<file path="src/rtl/fetch_sequencer_pkg.sv">
// Shared types and default widths for the fetch sequencer.
package fetch_pkg;

  localparam int ADDR_WIDTH = 32;
  localparam int INST_WIDTH = 32;

  typedef enum logic [2:0] {
    ST_BOOT  = 3'd0,
    ST_FETCH = 3'd1,
    ST_WAIT  = 3'd2,
    ST_PEND  = 3'd3,
    ST_HOLD  = 3'd4
  } fetch_state_e;

endpackage

</file>
<file path="src/rtl/fetch_sequencer_if.sv">
// Instruction-memory request/ready bus between the fetch sequencer and imem.
interface fetch_sequencer_if #(
  parameter int INST_WIDTH = fetch_pkg::INST_WIDTH
) ();

  logic                  imem_req;
  logic                  imem_ready;
  logic [INST_WIDTH-1:0] imem_rdata;

  modport master (
    output imem_req,
    input  imem_ready,
    input  imem_rdata
  );

  modport slave (
    input  imem_req,
    output imem_ready,
    output imem_rdata
  );

endinterface

</file>
<file path="src/rtl/fetch_sequencer.sv">
// Fetch-stage sequencer: drives PC enable/jump, the imem handshake, pipeline
// flushes, and a one-entry buffer for responses that land during a stall.
//
// state    | meaning
// ---------+------------------------------------------------------------
// ST_BOOT  | post-reset idle, counting BOOT_CYCLES before the first fetch
// ST_FETCH | free to issue a request (or take a redirect) this cycle
// ST_WAIT  | request outstanding, memory has not answered yet
// ST_PEND  | request outstanding, but a redirect arrived; response is dropped
// ST_HOLD  | response captured in the buffer while the pipeline is stalled
module fetch_sequencer #(
  parameter int ADDR_WIDTH  = fetch_pkg::ADDR_WIDTH,
  parameter int INST_WIDTH  = fetch_pkg::INST_WIDTH,
  parameter int BOOT_CYCLES = 2
) (
  input  logic                  clk,
  input  logic                  rst,
  input  logic                  stall_req,
  input  logic                  redirect_valid,
  input  logic [ADDR_WIDTH-1:0] redirect_target,
  fetch_sequencer_if.master     imem,
  output logic                  pc_en,
  output logic                  jump_en,
  output logic [ADDR_WIDTH-1:0] jump_target,
  output logic                  fetch_valid,
  output logic [INST_WIDTH-1:0] inst_out,
  output logic                  if_id_flush,
  output logic                  id_ex_flush
);

  import fetch_pkg::*;

  localparam int CNT_W = (BOOT_CYCLES > 1) ? $clog2(BOOT_CYCLES) : 1;
  localparam logic [CNT_W-1:0] BOOT_LAST = CNT_W'(BOOT_CYCLES - 1);

  fetch_state_e          state_q, state_d;
  logic [CNT_W-1:0]      boot_cnt_q, boot_cnt_d;
  logic [ADDR_WIDTH-1:0] tgt_q, tgt_d;
  logic [INST_WIDTH-1:0] buf_q, buf_d;
  logic                  req;

  assign imem.imem_req = req;

  // State, boot counter, latched redirect target and hold buffer.
  always_ff @(posedge clk or posedge rst) begin
    if (rst) begin
      state_q    <= ST_BOOT;
      boot_cnt_q <= '0;
      tgt_q      <= '0;
      buf_q      <= '0;
    end else begin
      state_q    <= state_d;
      boot_cnt_q <= boot_cnt_d;
      tgt_q      <= tgt_d;
      buf_q      <= buf_d;
    end
  end

  // Next-state and Mealy outputs; redirect always outranks stall.
  always_comb begin
    state_d     = state_q;
    boot_cnt_d  = boot_cnt_q;
    tgt_d       = tgt_q;
    buf_d       = buf_q;
    req         = 1'b0;
    pc_en       = 1'b0;
    jump_en     = 1'b0;
    jump_target = '0;
    fetch_valid = 1'b0;
    inst_out    = '0;
    if_id_flush = 1'b0;
    id_ex_flush = 1'b0;

    case (state_q)
      ST_BOOT: begin
        boot_cnt_d = boot_cnt_q + 1'b1;
        if (boot_cnt_q == BOOT_LAST) begin
          state_d = ST_FETCH;
        end
      end

      ST_FETCH: begin
        if (redirect_valid) begin
          pc_en       = 1'b1;
          jump_en     = 1'b1;
          jump_target = redirect_target;
          if_id_flush = 1'b1;
          id_ex_flush = 1'b1;
        end else if (!stall_req) begin
          req = 1'b1;
          if (imem.imem_ready) begin
            pc_en       = 1'b1;
            fetch_valid = 1'b1;
            inst_out    = imem.imem_rdata;
          end else begin
            state_d = ST_WAIT;
          end
        end
      end

      ST_WAIT: begin
        // An issued request stays up until memory answers.
        req = 1'b1;
        if (redirect_valid) begin
          tgt_d       = redirect_target;
          if_id_flush = 1'b1;
          id_ex_flush = 1'b1;
          if (imem.imem_ready) begin
            pc_en       = 1'b1;
            jump_en     = 1'b1;
            jump_target = redirect_target;
            state_d     = ST_FETCH;
          end else begin
            state_d = ST_PEND;
          end
        end else if (imem.imem_ready) begin
          if (!stall_req) begin
            pc_en       = 1'b1;
            fetch_valid = 1'b1;
            inst_out    = imem.imem_rdata;
            state_d     = ST_FETCH;
          end else begin
            buf_d   = imem.imem_rdata;
            state_d = ST_HOLD;
          end
        end
      end

      ST_PEND: begin
        req = 1'b1;
        if (redirect_valid) begin
          tgt_d       = redirect_target;
          if_id_flush = 1'b1;
          id_ex_flush = 1'b1;
        end
        if (imem.imem_ready) begin
          // Youngest redirect wins, including one arriving with the response.
          pc_en       = 1'b1;
          jump_en     = 1'b1;
          jump_target = redirect_valid ? redirect_target : tgt_q;
          if_id_flush = 1'b1;
          state_d     = ST_FETCH;
        end
      end

      ST_HOLD: begin
        if (redirect_valid) begin
          pc_en       = 1'b1;
          jump_en     = 1'b1;
          jump_target = redirect_target;
          if_id_flush = 1'b1;
          id_ex_flush = 1'b1;
          buf_d       = '0;
          state_d     = ST_FETCH;
        end else if (!stall_req) begin
          pc_en       = 1'b1;
          fetch_valid = 1'b1;
          inst_out    = buf_q;
          state_d     = ST_FETCH;
        end
      end

      default: begin
        state_d = ST_BOOT;
      end
    endcase
  end

endmodule

</file>
<file path="src/flat_wrapper.sv">
// flat-port wrapper written by rule: the top's interface ports become plain ports
module fetch_sequencer_flat import fetch_pkg::*;
#(
  parameter int ADDR_WIDTH  = fetch_pkg::ADDR_WIDTH,
  parameter int INST_WIDTH  = fetch_pkg::INST_WIDTH,
  parameter int BOOT_CYCLES = 2
)
  (clk, rst, stall_req, redirect_valid, redirect_target, pc_en, jump_en, jump_target, fetch_valid, inst_out, if_id_flush, id_ex_flush, imem_imem_req, imem_imem_ready, imem_imem_rdata);
  fetch_sequencer_if #(.INST_WIDTH(INST_WIDTH)) imem_i ();
  input  logic clk;
  input  logic rst;
  input  logic stall_req;
  input  logic redirect_valid;
  input  logic [ADDR_WIDTH-1:0] redirect_target;
  output logic pc_en;
  output logic jump_en;
  output logic [ADDR_WIDTH-1:0] jump_target;
  output logic fetch_valid;
  output logic [INST_WIDTH-1:0] inst_out;
  output logic if_id_flush;
  output logic id_ex_flush;
  output wire logic [$bits(imem_i.imem_req)-1:0] imem_imem_req;
  input wire logic [$bits(imem_i.imem_ready)-1:0] imem_imem_ready;
  input wire logic [$bits(imem_i.imem_rdata)-1:0] imem_imem_rdata;
  assign imem_imem_req = imem_i.imem_req;
  assign imem_i.imem_ready = imem_imem_ready;
  assign imem_i.imem_rdata = imem_imem_rdata;
  fetch_sequencer #(.ADDR_WIDTH(ADDR_WIDTH), .INST_WIDTH(INST_WIDTH), .BOOT_CYCLES(BOOT_CYCLES)) u_core (.clk(clk), .rst(rst), .stall_req(stall_req), .redirect_valid(redirect_valid), .redirect_target(redirect_target), .imem(imem_i), .pc_en(pc_en), .jump_en(jump_en), .jump_target(jump_target), .fetch_valid(fetch_valid), .inst_out(inst_out), .if_id_flush(if_id_flush), .id_ex_flush(id_ex_flush));
endmodule
</file>
<file path="config.mk">
export PLATFORM = sky130hd
export DESIGN_NAME = fetch_sequencer_flat
export DESIGN_NICKNAME = d
export VERILOG_FILES = /design/src/rtl/fetch_sequencer_pkg.sv /design/src/rtl/fetch_sequencer_if.sv /design/src/rtl/fetch_sequencer.sv /design/src/flat_wrapper.sv
export SDC_FILE = /design/constraint.sdc
export NUM_CORES = 1
export LEC_CHECK = 0
export ABC_AREA = 1
export CORE_MARGIN = 4
export CORE_UTILIZATION = 42
export DETAILED_ROUTE_END_ITERATION = 7
export PLACE_DENSITY = 0.77
export SETUP_SLACK_MARGIN = 0.15
export SYNTH_ARGS = -nofsm -noshare
export SYNTH_HDL_FRONTEND = slang
export SYNTH_SLANG_ARGS = --single-unit
export TNS_END_PERCENT = 30
</file>
<file path="constraint.sdc">
create_clock -name clk -period 1.82 [get_ports clk]
set_input_delay 0.182 -clock clk [delete_from_list [all_inputs] [get_ports clk]]
set_output_delay 0.182 -clock clk [all_outputs]
set_load 0.03 [all_outputs]
</file>
# --- After elaboration in Yosys (flattened, before gate mapping) ---
# Cells that the tools add are included.
totals:
  regBits: 68
op_classes:
  reduce_logical: 8
  mux: 51
  eq_ne: 15
  add_sub_neg: 1
op_table:
  columns: ["cell", "n"]
  rows:
  - ["2-to-1 mux 32 bit", 17]
  - ["one-hot mux 32 bit (3 select lines)", 2]
  - ["one-hot mux 32 bit (2 select lines)", 1]
  - ["2-to-1 mux 3 bit", 10]
  - ["inequality test 2 bit, second input constant", 8]
  - ["one-hot mux 3 bit (5 select lines)", 1]
  - ["2-to-1 mux 1 bit", 14]
  - ["AND reduction 7 bit", 1]
  - ["equality test 3 x 2 -> 1 bit, second input constant", 2]
  - ["inequality test 3 bit, second input constant", 2]
  - ["one-hot mux 1 bit (3 select lines)", 2]
  - ["AND reduction 5 bit", 1]
  - ["one-hot mux 1 bit (2 select lines)", 2]
  - ["one-hot mux 1 bit (4 select lines)", 1]
  - ["OR reduction 2 bit", 2]
  - ["OR reduction 4 bit", 1]
  - ["equality test 3 x 1 -> 1 bit, second input constant", 1]
  - ["equality test 3 bit, second input constant", 1]
  - ["zero test 3 bit", 1]
  - ["OR reduction 3 bit", 1]
  - ["2-to-1 mux 2 bit", 1]
  - ["inequality test 2 x 1 -> 1 bit, second input constant", 1]
  - ["nonzero test 2 bit", 1]
  - ["adder 1 bit, second input constant", 1]

# --- Logic depth before layout (Yosys ltp) ---
# Gate-level depths: netlist (run 1).
depth:
  ltp_word: 4
  depth_mapped: 10
  mapped_depth_nobuf: 8

# --- Least setup slack after synthesis (run 1) ---
# Ideal clock, no wire load.
synth_timing:
  path_type: "register -> output"
  startpoint: "reg u_core.state_q[1]"
  endpoint: "out inst_out[0]"
  required_ns: 1.638
  t_arrival_ns: 1.588
  stages_incl_launch_ff: 7
  path_slack_ns: 0.050
  n_path_buf: 0
  cell_sequence: "dfrtp_1 > inv_2 > nor2_4 > nand2_1 > nand2_1 > nand3_2 > o21ai_0"
synth_via:
  elab_chain_cells: 2
  elab_cells_between_ends: 4
  classes_between: "eq/ne (3); mux (1)"
synth_lines:
  columns: ["element", "line_no", "text"]
  rows:
  - ["start, declared", "fetch_sequencer.sv:36", "fetch_state_e state_q, state_d;"]
  - ["start signal, assigned", "fetch_sequencer.sv:52", "state_q <= state_d;"]
  - ["equality test 3 bit, or another cell as far along", "fetch_sequencer.sv:74", "case (state_q)"]
  - ["one-hot mux 32 bit (3 select lines) *", "fetch_sequencer.sv:74", null]
  - ["end, declared", "flat_wrapper.sv:19", "output logic [INST_WIDTH-1:0] inst_out;"]
# Mark *: on every way between the ends. The rest lies on a longest branch, timed or not.

# --- Worst setup path in the final report (run 1) ---
layout_timing:
  startpoint: "reg u_core.state_q[2]"
  endpoint: "out jump_target[16]"
layout_via:
  elab_chain_cells: 3
  elab_cells_between_ends: 6
  classes_between: "eq/ne (4); mux (1); reduce/logical (1)"
layout_lines:
  columns: ["element", "line_no", "text"]
  rows:
  - ["equality test 3 x 1 -> 1 bit or equality test 3 bit (tied branches)", "fetch_sequencer.sv:74", null]
  - ["OR reduction 2 bit (no source line)", null, null]
  - ["one-hot mux 32 bit (3 select lines) *", "fetch_sequencer.sv:74", null]
  - ["end, declared", "flat_wrapper.sv:17", "output logic [ADDR_WIDTH-1:0] jump_target;"]
# Marked as above.

==> results.json, run 1 <==
{
  "status": "finished, violations left",
  "violations": "setup timing",
  "core_area_sq_um": 9420,
  "avgViaCountPerCell": 4.92,
  "rr_startpoint": "u_core.state_q[2]",
  "floorplan.rows": 35,
  "syn_area_per_cell_sq_um": 6.53,
  "grt_antenna_before_repair": 0,
  "ant_nets": 0,
  "setup_slack_ns": -0.242,
  "cp_slowest_cell": "dfrtp_2",
  "die-area_sq_um": 11500,
  "grt_usage": 0.196,
  "ir_drop_v": 0.000607,
  "dpl.hpwl_um": 8020,
  "grt_max_degree": 69,
  "post_drt_wl_per_cell_um": 13.4,
  "cts_tree": "built",
  "htree_num_levels": 3,
  "die_h_um": 107,
  "final_cell_mix": "nand2_1 (243), inv_1 (73), o21ai_0 (68)",
  "setup_viol": 70,
  "drc": 0,
  "timing.rr.end": "u_core.buf_q[29]",
  "nFillCells": 799,
  "max_freq_mhz": 485,
  "io_pins": 139,
  "yosysUniqueCellTypes": 23,
  "slew_violations": 0,
  "fin_setup_tns_ns": -11.72,
  "grt_pass1_vias": 4170,
  "worst_pin_slew_ns": 0.364,
  "cts_sinks": 68,
  "cts_hold_buf": 0,
  "syn_to_final_growth_pct": 52.8,
  "start_util": 0.440,
  "gp_congestion": 0.846,
  "drt_iter0_drc": 232,
  "path_common_cell": "nand2_1",
  "hp-class": "primary input to async pin",
  "path_buf_inv": 3,
  "yosys_warnings": 0,
  "relSlewSlack": 0.757,
  "cp-end-kind": "output pin",
  "crit_fanout": 14,
  "synth.ff_latch_count": 68,
  "place_area_sq_um": 5550,
  "reg2reg_setup_slack_ns": 0.29,
  "worst_setup_path_start_kind": "flip-flop",
  "grt_pass1_wl_um": 18600,
  "power_density_nw_per_um2": 1250,
  "netlist_area_sq_um": 4140,
  "path_clk_slew_ns": 0.08,
  "clk_path_buf_depth": 2,
  "maxCapViolations": 0,
  "die_x_um": 107,
  "n_antenna_cell": 0,
  "routed_wl_um": 12200,
  "clock_latency_ns": 0.34,
  "leakage_nw": 3.28,
  "critPathTopFamily": "flip-flops",
  "rsz0062_at_grt": "yes",
  "nets": 845,
  "place_ws_ns": -0.0165,
  "cts_made_buffers": 9,
  "dr_total_vias": 4473,
  "layout_commonest_cell": "nand2_1",
  "crit_type": "flip-flop to output pin",
  "arrival_ns": 1.88,
  "seq_area_frac_synth": 0.411,
  "hold_viol": 0,
  "max_stage_delay_ns": 0.45,
  "period_minus_slack_ns": 2.06,
  "finClkSkew_ns": 0.0114,
  "clock-root-buffer": "clkbuf_8",
  "reg2reg_depth": 8,
  "required_ns": 1.64,
  "period_share": 1.13,
  "netlist_instances": 635,
  "numPortBuffers": 138,
  "drtPass1Iterations": 5,
  "grt_overflow": 0,
  "syn_nets": 704,
  "final_util": 0.673,
  "fin_area_sq_um": 6330,
  "drive_gt1_frac": 0.241,
  "path_cells": "inv_4 > nand2_4 > nor2_4 > nand2_2 > o21ai_4 > clkbuf_16 > nand2_1 > nand2_1 > buf_6"
}
==> cell families after synthesis <==
logic type | count (synthesis) | synth area share
flops | 68 | 0.411
compound gates | 109 | 0.136
simple gates | 342 | 0.335
buf+inv | 116 | 0.119
==> sequential cells by signal, indices dropped and copies added (netlist names) <==
name,flops
u_core.boot_cnt_q,1
u_core.buf_q,32
u_core.state_q,3
u_core.tgt_q,32
==> cell usage after synthesis (all sizes together) <==
| master | instances | area share |
|---|---|---|
| clkinv | 1 | 0.0012 |
| o21bai | 1 | 0.0018 |
| nand3b | 1 | 0.0018 |
| o21ai | 104 | 0.13 |
| nor2 | 11 | 0.014 |
| or2 | 1 | 0.0015 |
| clkbuf | 14 | 0.013 |
| buf | 23 | 0.034 |
| nand3 | 46 | 0.057 |
| o211ai | 4 | 0.0072 |
| nand4 | 3 | 0.0045 |
| inv | 78 | 0.071 |
| dfrtp | 68 | 0.41 |
| nand2 | 280 | 0.26 |
==> how the worst max path moves through the flow <==
stage                                  from               to  slack (ns)  cells past startpoint
after global placement            stall_req      inst_out[0]     -0.0007                      6
after global routing      u_core.state_q[2]  jump_target[16]       -0.35                      9
final                     u_core.state_q[2]  jump_target[16]       -0.24                      9
after CTS                 u_core.state_q[0]  jump_target[14]       -0.19                      9
after floorplan           u_core.state_q[1]      inst_out[0]        0.05                      6
after detailed placement    imem_imem_ready   jump_target[4]       -0.02                      7
==> power by group <==
group	switching, mW	internal [mW]	total (mW)	leakage, nW
sequential	0.303	2.16	2.46	0.861
clock	0.541	0.627	1.17	0.0931
combinational	2.58	1.73	4.31	2.32
total	3.42	4.52	7.94	3.28
==> layer usage <==
| metal | share of wire | GRT usage | vias up |
|---|---|---|---|
| li1 | - | - | 2274 |
| met4 | 0.017 | 0.0613 | 0 |
| met2 | 0.49 | 0.338 | 154 |
| met5 | 0 | 0 | - |
| met1 | 0.42 | 0.244 | 2023 |
| met3 | 0.071 | 0.0456 | 22 |
==> repair_timing <==
action,CTS,global route
setup buffers,2,5
endpoints found under the setup margin,102,100
pin swaps,1,7
gates cloned,0,3
gates resized for setup,58,82
==> through the flow <==
step                power [mW]  instances  hold WS, ns
finish                    7.94        910        0.268
global route              8.56        910        0.289
CTS                       7.50        902        0.287
detailed placement        6.09        884        0.467
global placement          5.98        884        0.462
floorplan                 4.85        635        0.292
==> cell type report <==
cell class / instances / area (sq um) / area share
clock buffers: 11 / 131 / 0.0207
multi-input cells: 451 / 2210 / 0.349
clock inverters: 5 / 52.6 / 0.00830
repair buffers: 167 / 1750 / 0.276
inverters: 79 / 324 / 0.0512
flip-flops and latches: 68 / 1710 / 0.269
well taps: 129 / 161 / 0.0255
==> worst min-delay path: stages <==
cell and delay [ns]:
clkdlybuf4s50_1 0.44, clkinvlp_4 0.09, buf_12 0.29
Note: power is estimated with default switching activity, not from simulation.
==> run 2: changes to the inputs <==
Settings changed: CORE_MARGIN 4 to unset.
==> run 2 against run 1 <==
Net effect:
- the run still ends with setup timing left
- flip-flop and latch count unchanged
- global-route usage grew 4.1 points
- register-to-register slack worse by 0.10 ns
- core utilization grew 0.93 points
- largest cell class unchanged
==> results.json, run 2 (same netlist as run 1, synthesis figures left out) <==
{
  "nFillCells": 730,
  "path_clk_slew_ns": 0.07,
  "drtPass1Iterations": 5,
  "n_antenna_cell": 0,
  "nets": 851,
  "seq_area_sq_um": 1710,
  "die-area_sq_um": 10300,
  "io_pins": 139,
  "grt_usage": 0.237,
  "clk_path_buf_depth": 2,
  "worst_setup_path_start_kind": "flip-flop",
  "ir_drop_v": 0.000569,
  "cts_sinks": 68,
  "worst_pin_slew_ns": 0.388,
  "setup_slack_ns": -0.238,
  "dr_total_vias": 4578,
  "ant_nets": 0,
  "reg2reg_depth": 5,
  "routed_wl_um": 11900,
  "post_drt_wl_per_cell_um": 13.0,
  "p_comb_frac": 0.522,
  "timing.rr.end": "u_core.tgt_q[4]",
  "sequentialPowerShare": 0.296,
  "dpl.hpwl_um": 7390,
  "cp-end-kind": "output pin",
  "violations": "setup timing",
  "grt_overflow": 0,
  "numPortBuffers": 138,
  "maxCapViolations": 0,
  "syn_to_final_growth_pct": 54.9,
  "power.net_switching_mw": 3.42,
  "swShare": 0.408,
  "period_minus_slack_ns": 2.06,
  "drive_gt1_frac": 0.244,
  "leakage_nw": 3.32,
  "floorplan.rows": 35,
  "cts_made_buffers": 9,
  "required_ns": 1.64,
  "fin_cells": 916,
  "hp-class": "primary input to async pin",
  "final_cell_mix": "nand2_1 (241), inv_1 (73), o21ai_0 (69)",
  "multiInputGateArea_sq_um": 2180,
  "period_share": 1.13,
  "arrival_ns": 1.88,
  "grt_antenna_before_repair": 0,
  "p_clk_frac": 0.182,
  "status": "finished, violations left",
  "grt_pass1_wl_um": 19500,
  "cts_hold_buf": 0,
  "power_density_nw_per_um2": 1310,
  "drt_iter0_drc": 251,
  "hold_viol": 0,
  "dp.cells": 883,
  "drc": 0,
  "die_x_um": 101,
  "grt_pass1_vias": 4460,
  "internal-power_mw": 4.96,
  "slew_violations": 0,
  "relSlewSlack": 0.742,
  "max_freq_mhz": 486,
  "clock_latency_ns": 0.33,
  "crit_type": "flip-flop to output pin",
  "gp_congestion": 0.892,
  "start_util": 0.440,
  "rsz0062_at_grt": "yes",
  "crit_fanout": 7,
  "core_area_sq_um": 9420,
  "die_h_um": 101,
  "reg.largest.list": "u_core.buf_q (32), u_core.tgt_q (32), u_core.state_q (3)",
  "grt_max_degree": 69,
  "avgViaCountPerCell": 5.00,
  "place_ws_ns": 0.0238,
  "cts_tree": "built",
  "rr_startpoint": "u_core.state_q[2]",
  "layout_commonest_cell": "nand2_1",
  "reg2reg_setup_slack_ns": 0.19,
  "htree_num_levels": 3,
  "setup_viol": 69,
  "clock-root-buffer": "clkbuf_8",
  "finClkSkew_ns": 0.00548
}
run 2: cell count changes in the layout (fill, tap and decap cells not counted), moves of 2 or more:
| cell | before | now |
|---|---|---|
| buf_6 | 51 | 48 |
| nand2_1 | 243 | 241 |
| bufinv_16 | 1 | 3 |
| buf_16 | 0 | 2 |
| o21ai_2 | 20 | 16 |
| clkbuf_16 | 3 | 0 |
| nand2_2 | 21 | 26 |
| o21ai_1 | 15 | 18 |
| clkbuf_8 | 9 | 11 |
| buf_4 | 37 | 46 |
| nand2_4 | 16 | 13 |
run 2: worst max-delay path: stages (launching register included):
cell	delay (ns)
dfrtp_2	0.49
inv_4	0.12
nand3_1	0.13
nand2_2	0.11
nand2_2	0.06
o21ai_4	0.10
buf_6	0.15
buf_16	0.14
nand2_2	0.06
nand2_2	0.07
buf_6	0.13
run 2: cell type report:
cell class	instances	share of cell area
clock buffers	12	0.0242
well taps	129	0.0251
multi-input cells	451	0.340
inverters	79	0.0481
clock inverters	4	0.0148
flip-flops and latches	68	0.266
repair buffers	173	0.282
run 2: metal layers:
layer / GRT usage / vias to the layer above / share of wire
met5: 0 / - / 0
met1: 0.292 / 2112 / 0.42
li1: - / 2277 / -
met3: 0.0442 / 20 / 0.058
met2: 0.415 / 169 / 0.51
met4: 0.0847 / 0 / 0.012
run 2: through the flow:
step           power, mW  setup TNS (ns)  area, sq um   util  hold slack [ns]
6_report            8.38          -13.33         6420  0.682            0.283
5_1_grt             8.99          -19.90         6420  0.682            0.309
4_1_cts             8.22          -12.03         6230  0.662            0.309
3_5_place_dp        6.07               0         5550  0.590            0.467
3_3_place_gp        5.95               0         5550  0.590            0.462
2_1_floorplan       4.85               0         4150      -            0.292
run 2: worst max-delay path by stage:
stage	depth (start not counted)	end	slack [ns]	from
floorplan	6	inst_out[0]	0.05	u_core.state_q[1]
global placement	7	jump_target[26]	0.09	imem_imem_ready
detailed placement	7	jump_target[28]	0.02	imem_imem_ready
CTS	9	jump_en	-0.22	u_core.state_q[2]
global route	10	jump_target[31]	-0.33	u_core.state_q[1]
finish	10	jump_target[31]	-0.24	u_core.state_q[1]
run 2: repair_timing:
action | 4_1_cts | 5_1_grt
setup endpoints to repair | 70 | 98
gates cloned | 3 | 0
pin swaps | 8 | 15
gates resized for setup | 81 | 48
buffers inserted | 11 | 3
run 2: power groups by stage:
stage,combinational (mW),clock (mW),sequential (mW)
global placement,3.50,0,2.45
detailed placement,3.59,0,2.48
floorplan,2.47,0,2.38
finish,4.38,1.52,2.48
global route,4.82,1.63,2.55
CTS,4.20,1.55,2.46
